`src/rtl/cpu_ctrl_pkg.sv`:
```
// Shared definitions for the multicycle MIPS-subset control path.
//   - opcode / funct field constants
//   - ula32 operation codes driven on ula_selector
//   - select encodings for mux1..mux5 and mux13
//   - main controller state enum
//   - funct_can_overflow(): true for the R-type ops whose overflow traps
package cpu_ctrl_pkg;

    // IR[31:26]
    localparam logic [5:0] OP_RTYPE = 6'h00;
    localparam logic [5:0] OP_J     = 6'h02;
    localparam logic [5:0] OP_BEQ   = 6'h04;
    localparam logic [5:0] OP_BNE   = 6'h05;
    localparam logic [5:0] OP_ADDI  = 6'h08;
    localparam logic [5:0] OP_LW    = 6'h23;
    localparam logic [5:0] OP_SW    = 6'h2B;

    // IR[5:0] for R-type
    localparam logic [5:0] FN_ADD = 6'h20;
    localparam logic [5:0] FN_SUB = 6'h22;
    localparam logic [5:0] FN_AND = 6'h24;

    // ula32 operations
    localparam logic [2:0] ULA_LOAD = 3'b000;
    localparam logic [2:0] ULA_ADD  = 3'b001;
    localparam logic [2:0] ULA_SUB  = 3'b010;
    localparam logic [2:0] ULA_AND  = 3'b011;
    localparam logic [2:0] ULA_CMP  = 3'b111;

    // mux1: memory address
    localparam logic [2:0] M1_PC     = 3'd0;
    localparam logic [2:0] M1_ALUOUT = 3'd1;
    // mux2: register destination
    localparam logic [2:0] M2_RT = 3'd1;
    localparam logic [2:0] M2_RD = 3'd2;
    // mux3: register write data
    localparam logic [2:0] M3_MEM    = 3'd0;
    localparam logic [2:0] M3_ALUOUT = 3'd1;
    // mux4: ALU A operand
    localparam logic [2:0] M4_PC = 3'd0;
    localparam logic [2:0] M4_A  = 3'd1;
    // mux5: ALU B operand
    localparam logic [2:0] M5_B       = 3'd0;
    localparam logic [2:0] M5_IMM     = 3'd1;
    localparam logic [2:0] M5_IMM_SH2 = 3'd2;
    localparam logic [2:0] M5_FOUR    = 3'd3;
    // mux13: PC source
    localparam logic [2:0] M13_ALU    = 3'd0;
    localparam logic [2:0] M13_ALUOUT = 3'd1;
    localparam logic [2:0] M13_JUMP   = 3'd2;
    localparam logic [2:0] M13_EXC    = 3'd3;

    typedef enum logic [4:0] {
        S_RST,
        S_F0,
        S_F1,
        S_F2,
        S_DEC,
        S_EXR,
        S_WBR,
        S_EXI,
        S_WBI,
        S_ADR,
        S_RD0,
        S_RD1,
        S_LWB,
        S_SW,
        S_BR,
        S_J,
        S_EXC
    } state_t;

    // Only add and sub raise an overflow exception; and never does.
    function automatic logic funct_can_overflow(input logic [5:0] funct);
        return (funct == FN_ADD) || (funct == FN_SUB);
    endfunction

endpackage

```
`src/rtl/alu_funct_decode.sv`:
```
// R-type funct decoder.
//   funct  in  6  IR[5:0]
//   ula_op out 3  ula32 operation for the funct (ULA_LOAD when undefined)
//   valid  out 1  funct is one of add/sub/and
module alu_funct_decode
    import cpu_ctrl_pkg::*;
(
    input  logic [5:0] funct,
    output logic [2:0] ula_op,
    output logic       valid
);

    always_comb begin
        ula_op = ULA_LOAD;
        valid  = 1'b0;
        case (funct)
            FN_ADD: begin
                ula_op = ULA_ADD;
                valid  = 1'b1;
            end
            FN_SUB: begin
                ula_op = ULA_SUB;
                valid  = 1'b1;
            end
            FN_AND: begin
                ula_op = ULA_AND;
                valid  = 1'b1;
            end
            default: ;
        endcase
    end

endmodule

```
`src/rtl/multicycle_ctrl.sv`:
```
// Main control FSM of the multicycle MIPS-subset datapath.
// Sequences fetch, decode, execute, memory and writeback; outputs are decoded
// from state, except PC_w in BR (qualified by Igual), ALUOut_w in EXR
// (qualified by a valid funct) and the reset gating of every write enable.
// Ports:
//   clk, reset                        clock, synchronous active-high reset
//   opcode, funct                     IR[31:26], IR[5:0]
//   Overflow, Igual                   ula32 flags used in EXR/EXI/BR
//   Zero, Negativo, Maior, Menor      ula32 flags, not used
//   PC_w .. epc_w                     datapath write enables
//   ula_selector                      ALU operation
//   mux1_s..mux5_s, mux13_s           datapath mux selects
//   rst_out                           register-file reset strobe (state RST)
module multicycle_ctrl
    import cpu_ctrl_pkg::*;
#(
    parameter int MEM_WAIT = 1
) (
    input  logic       clk,
    input  logic       reset,
    input  logic [5:0] opcode,
    input  logic [5:0] funct,
    input  logic       Overflow,
    input  logic       Igual,
    input  logic       Zero,
    input  logic       Negativo,
    input  logic       Maior,
    input  logic       Menor,
    output logic       PC_w,
    output logic       memoria_w,
    output logic       IR_control,
    output logic       a_w,
    output logic       b_w,
    output logic       reg_w,
    output logic       ALUOut_w,
    output logic       epc_w,
    output logic [2:0] ula_selector,
    output logic [2:0] mux1_s,
    output logic [2:0] mux2_s,
    output logic [2:0] mux3_s,
    output logic [2:0] mux4_s,
    output logic [2:0] mux5_s,
    output logic [2:0] mux13_s,
    output logic       rst_out
);

    localparam int WAIT_W = (MEM_WAIT > 1) ? $clog2(MEM_WAIT) : 1;
    localparam logic [WAIT_W-1:0] WAIT_LAST = WAIT_W'((MEM_WAIT > 0) ? MEM_WAIT - 1 : 0);
    // With no wait cycles the F1/RD1 states are skipped entirely.
    localparam state_t AFTER_F0  = (MEM_WAIT > 0) ? S_F1  : S_F2;
    localparam state_t AFTER_RD0 = (MEM_WAIT > 0) ? S_RD1 : S_LWB;

    state_t            state;
    state_t            state_next;
    logic [WAIT_W-1:0] wait_cnt;
    logic              wait_last;
    logic [2:0]        funct_ula;
    logic              funct_valid;

    logic unused_flags;
    assign unused_flags = ^{Zero, Negativo, Maior, Menor};

    alu_funct_decode u_funct_decode (
        .funct  (funct),
        .ula_op (funct_ula),
        .valid  (funct_valid)
    );

    assign wait_last = (wait_cnt == WAIT_LAST);

    always_ff @(posedge clk) begin
        if (reset) begin
            state    <= S_RST;
            wait_cnt <= '0;
        end else begin
            state <= state_next;
            // Counts cycles spent in a memory wait state; cleared elsewhere.
            if ((state == S_F1 || state == S_RD1) && !wait_last)
                wait_cnt <= wait_cnt + WAIT_W'(1);
            else
                wait_cnt <= '0;
        end
    end

    always_comb begin
        state_next   = state;
        PC_w         = 1'b0;
        memoria_w    = 1'b0;
        IR_control   = 1'b0;
        a_w          = 1'b0;
        b_w          = 1'b0;
        reg_w        = 1'b0;
        ALUOut_w     = 1'b0;
        epc_w        = 1'b0;
        rst_out      = 1'b0;
        ula_selector = ULA_LOAD;
        mux1_s       = M1_PC;
        mux2_s       = 3'd0;
        mux3_s       = M3_MEM;
        mux4_s       = M4_PC;
        mux5_s       = M5_B;
        mux13_s      = M13_ALU;

        case (state)
            S_RST: begin
                rst_out    = 1'b1;
                state_next = S_F0;
            end
            S_F0: begin
                state_next = AFTER_F0;
            end
            S_F1: begin
                if (wait_last)
                    state_next = S_F2;
            end
            S_F2: begin
                IR_control   = 1'b1;
                mux5_s       = M5_FOUR;
                ula_selector = ULA_ADD;
                PC_w         = 1'b1;
                state_next   = S_DEC;
            end
            S_DEC: begin
                // A/B latch the register operands while ALUOut gets the
                // branch target, in case this turns out to be a branch.
                a_w          = 1'b1;
                b_w          = 1'b1;
                mux5_s       = M5_IMM_SH2;
                ula_selector = ULA_ADD;
                ALUOut_w     = 1'b1;
                case (opcode)
                    OP_RTYPE:     state_next = S_EXR;
                    OP_ADDI:      state_next = S_EXI;
                    OP_LW, OP_SW: state_next = S_ADR;
                    OP_BEQ, OP_BNE: state_next = S_BR;
                    OP_J:         state_next = S_J;
                    default:      state_next = S_EXC;
                endcase
            end
            S_EXR: begin
                mux4_s       = M4_A;
                ula_selector = funct_ula;
                ALUOut_w     = funct_valid;
                if (!funct_valid)
                    state_next = S_EXC;
                else if (Overflow && funct_can_overflow(funct))
                    state_next = S_EXC;
                else
                    state_next = S_WBR;
            end
            S_WBR: begin
                reg_w      = 1'b1;
                mux2_s     = M2_RD;
                mux3_s     = M3_ALUOUT;
                state_next = S_F0;
            end
            S_EXI: begin
                mux4_s       = M4_A;
                mux5_s       = M5_IMM;
                ula_selector = ULA_ADD;
                ALUOut_w     = 1'b1;
                state_next   = Overflow ? S_EXC : S_WBI;
            end
            S_WBI: begin
                reg_w      = 1'b1;
                mux2_s     = M2_RT;
                mux3_s     = M3_ALUOUT;
                state_next = S_F0;
            end
            S_ADR: begin
                mux4_s       = M4_A;
                mux5_s       = M5_IMM;
                ula_selector = ULA_ADD;
                ALUOut_w     = 1'b1;
                // Only lw and sw reach ADR.
                state_next   = (opcode == OP_LW) ? S_RD0 : S_SW;
            end
            S_RD0: begin
                mux1_s     = M1_ALUOUT;
                state_next = AFTER_RD0;
            end
            S_RD1: begin
                mux1_s = M1_ALUOUT;
                if (wait_last)
                    state_next = S_LWB;
            end
            S_LWB: begin
                mux1_s     = M1_ALUOUT;
                reg_w      = 1'b1;
                mux2_s     = M2_RT;
                mux3_s     = M3_MEM;
                state_next = S_F0;
            end
            S_SW: begin
                mux1_s     = M1_ALUOUT;
                memoria_w  = 1'b1;
                state_next = S_F0;
            end
            S_BR: begin
                mux4_s       = M4_A;
                ula_selector = ULA_CMP;
                mux13_s      = M13_ALUOUT;
                PC_w         = (opcode == OP_BEQ) ? Igual : ~Igual;
                state_next   = S_F0;
            end
            S_J: begin
                mux13_s    = M13_JUMP;
                PC_w       = 1'b1;
                state_next = S_F0;
            end
            S_EXC: begin
                // PC already holds PC+4, so PC-4 rewinds to the faulting
                // instruction for EPC.
                mux5_s       = M5_FOUR;
                ula_selector = ULA_SUB;
                epc_w        = 1'b1;
                mux13_s      = M13_EXC;
                PC_w         = 1'b1;
                state_next   = S_F0;
            end
            default: begin
                state_next = S_RST;
            end
        endcase

        // Reset must never let a half-finished instruction commit anything.
        if (reset) begin
            PC_w       = 1'b0;
            memoria_w  = 1'b0;
            IR_control = 1'b0;
            a_w        = 1'b0;
            b_w        = 1'b0;
            reg_w      = 1'b0;
            ALUOut_w   = 1'b0;
            epc_w      = 1'b0;
        end
    end

endmodule

```
`config.mk`:
```
export PLATFORM = sky130hd
export DESIGN_NAME = multicycle_ctrl
export DESIGN_NICKNAME = d
export VERILOG_FILES = /design/src/rtl/cpu_ctrl_pkg.sv /design/src/rtl/alu_funct_decode.sv /design/src/rtl/multicycle_ctrl.sv
export SDC_FILE = /design/constraint.sdc
export NUM_CORES = 1
export LEC_CHECK = 0
export BUFFER_PORTS_ARGS = -buffer_cell sky130_fd_sc_hd__buf_2
export CAP_MARGIN = 0
export CORE_MARGIN = 3
export CORE_UTILIZATION = 40
export CTS_CLUSTER_SIZE = 12
export DETAILED_ROUTE_END_ITERATION = 8
export GPL_TIMING_DRIVEN = 0
export HOLD_SLACK_MARGIN = 0.08
export PLACE_DENSITY = 0.79
export REMOVE_ABC_BUFFERS = 1
export SLEW_MARGIN = 0
export SYNTH_ARGS = -nofsm -noshare
export SYNTH_HDL_FRONTEND = slang
export SYNTH_SLANG_ARGS = --single-unit
export TNS_END_PERCENT = 50
```
`constraint.sdc`:
```
create_clock -name clk -period 2.4 [get_ports clk]
set_input_delay 0.24 -clock clk [delete_from_list [all_inputs] [get_ports clk]]
set_output_delay 0.24 -clock clk [all_outputs]
set_load 0.01 [all_outputs]
```
==> metrics.txt <==
outcome=finished clean; Worst Setup Start Kind=register; Detailed Route WL=2661 microns; Iter 0 DRT Violations=30; crit path time final=between 2 and 2.5 ns; Setup TNS Final=0 ns; ANT nets after route=0; final core area utilization=0.5089; vias in the first global route=977; Top-Level Pins=50; Die X=56.59 microns; row count=17; Post-DP HPWL=about 2000 microns; Hold Crit Class=primary input to register; Initial Util=0.4414; most frequent cells in the layout=36 x buf_2, 18 x nor2_1, 12 x a21oi_1; Synth Register Bits=6; Final Max Tran Viols=0; Tightest Pin Transition=roughly 0.56 ns; Post-CTS Setup Bufs=0; first-pass GRT wire length=4291 microns; Post-synth top flop=dfxtp_1; Lkg Pwr=0.4922 nW; Seq/Total Area, Yosys=0.1174; clock root buffer=clkbuf_4; Multi-input gate area=798.3 sq um; top cells by area, synth=dfxtp_1 12%, buf_4 8.1%, nor2_1 6.6%; Synth warnings=0; CTS H-tree lvls=1; fin crit share=0.9086; post-synth top area share=0.1174; cells after synthesis=156; Max IR drop VDD=0.2946 mV; Setup violations, final=0; Area Overhead vs Synth=15.28%; CTS buffer count=3; drc violations=0; initial antenna violation count=0; Synth async-reset ratio=0; Hold Fails Final Rpt=0; Cell Pwr Density=between 400 and 500 nW/um^2; GRT Total Usage=0.1608; GRT overflow=0; largest fanout on the critical path=24; slew margin rel.=0.6219; clk_lat worst skew=~0.23 ns; Die ar.=3202 sq um; most common cell after layout, fill and taps aside=buf_2; register area=128.9 sq um; number of fill cells=approximately 250; port bufs=36; post-synth cell types=between 50 and 60; critical path capture point type=output pin; Hold WS=0.3518 ns; Die Y=approximately 57 microns; largest net degree at the start of global routing=27; CTS clock-pin slew for the worst setup and hold paths=0.04 ns; RSZ-0062 raised after global routing=false; layout cells sized above 1=0.2623; Syn Area/Cell=6.561 sq um; fin nets=~210; CTS tree=built; post-DR wirelength/cell=12.61 microns; Cell Area, Synth=1023 sq um; DRT Pass-1 Iters=4; number of synthesized flops with an enable pin=0; crit path kind=register to output pin; Worst Skew=0.0005342 ns; CTS Buffer Depth=2; total core area=2318 sq um; Arr. time, crit path=1.94 ns; via count=1179; RD Place Congestion=a little under 0.8; antenna diode count=0; post-DR vias/cell=5.588; Worst EP required=2.16 ns; f_max=458.6 MHz; Max Cap Violations=0; area leader, netlist=dfxtp_1; Num Clock Sinks=6
[repair_timing]
item | in CTS | in global routing
cloned | 0 | 0
endpoints found under the setup margin | 2 | 5
gates resized for setup | 2 | 4
hold buffers | 0 | 0
[per-layer routing]
metal	track usage	up-vias	wire length (microns)
li1	-	613	-
met1	0.2222	526	1233
met2	0.2541	40	1246
met3	0.02529	0	181
met4	0.04746	0	0
met5	0	-	0
[registers in the layout, summed over array words and instances (netlist names)]
name / cells
state: 5
wait_cnt: 1
[cell type report]
type | instances | share of cell area
repair buffers | 36 | 0.1527
flip-flops and latches | 6 | 0.1092
multi-input cells | 134 | 0.6766
well taps | 28 | 0.02969
inverters | 4 | 0.01273
clock buffers | 3 | 0.01909
[metrics by stage]
| step | instances | setup WS [ns] | instance area [sq um] | power (mW) |
|---|---|---|---|---|
| global route | 211 | 0.07494 | 1180 | 0.5501 |
| global placement | 208 | 0.1799 | 1149 | 0.4080 |
| floorplan | 144 | 0.4361 | 933.4 | 0.3254 |
| CTS | 211 | 0.06543 | 1174 | 0.5027 |
| finish | 211 | 0.2193 | 1180 | 0.5015 |
| detailed placement | 208 | 0.1733 | 1149 | 0.4095 |
[cell usage after synthesis, drive strengths merged (2+ instances only)]
library cell  instances
a21boi                2
nand3b                2
a21o                  2
nor2b                 5
nor2                 18
nand3                 5
or2                   2
inv                   3
o41ai                 2
nor3                  8
o211ai                2
a211oi                3
dfxtp                 6
or3                   2
or3b                  3
nor4b                 2
a21oi                12
nor4                  5
and2                  2
o21ai                 9
xnor2                 2
clkbuf                6
nand2b                7
a32oi                 2
buf                  15
nand2                 9
a31oi                 3
[critical path: stages (launching register included)]
cell and delay, ns:
dfxtp_4 0.47, or3b_4 0.44, nor4b_4 0.40, nand2_1 0.10
a21oi_1 0.15, buf_2 0.14
[power breakdown]
part	leakage (nW)	internal (mW)	total [mW]	switching, mW
clock	0.0138	0.0561	0.0864	0.0302
sequential	0.0517	0.115	0.177	0.0615
combinational	0.427	0.106	0.238	0.133
[final timing paths]
check	startpoint	end	slack, ns	depth (start not counted)
worst max-delay path	state[0]$_SDFFE_PP0P_	ALUOut_w	0.22	5
worst min-delay path	reset	state[2]$_SDFFE_PP0P_	0.35	2
worst max register to register	state[0]$_SDFFE_PP0P_	state[2]$_SDFFE_PP0P_	0.60	4
worst min register to register	wait_cnt$_SDFF_PP0_	state[0]$_SDFFE_PP0P_	0.60	3
[logic make-up after synthesis]
family | synth area share
AO/OA/AOI/OAI | 0.2910
AND/OR/NAND/NOR | 0.4267
XOR/XNOR | 0.02568
other | 0.003664
buffers and inverters | 0.1357
flip-flops | 0.1174
No activity file was read; power rests on OpenSTA's default activity.
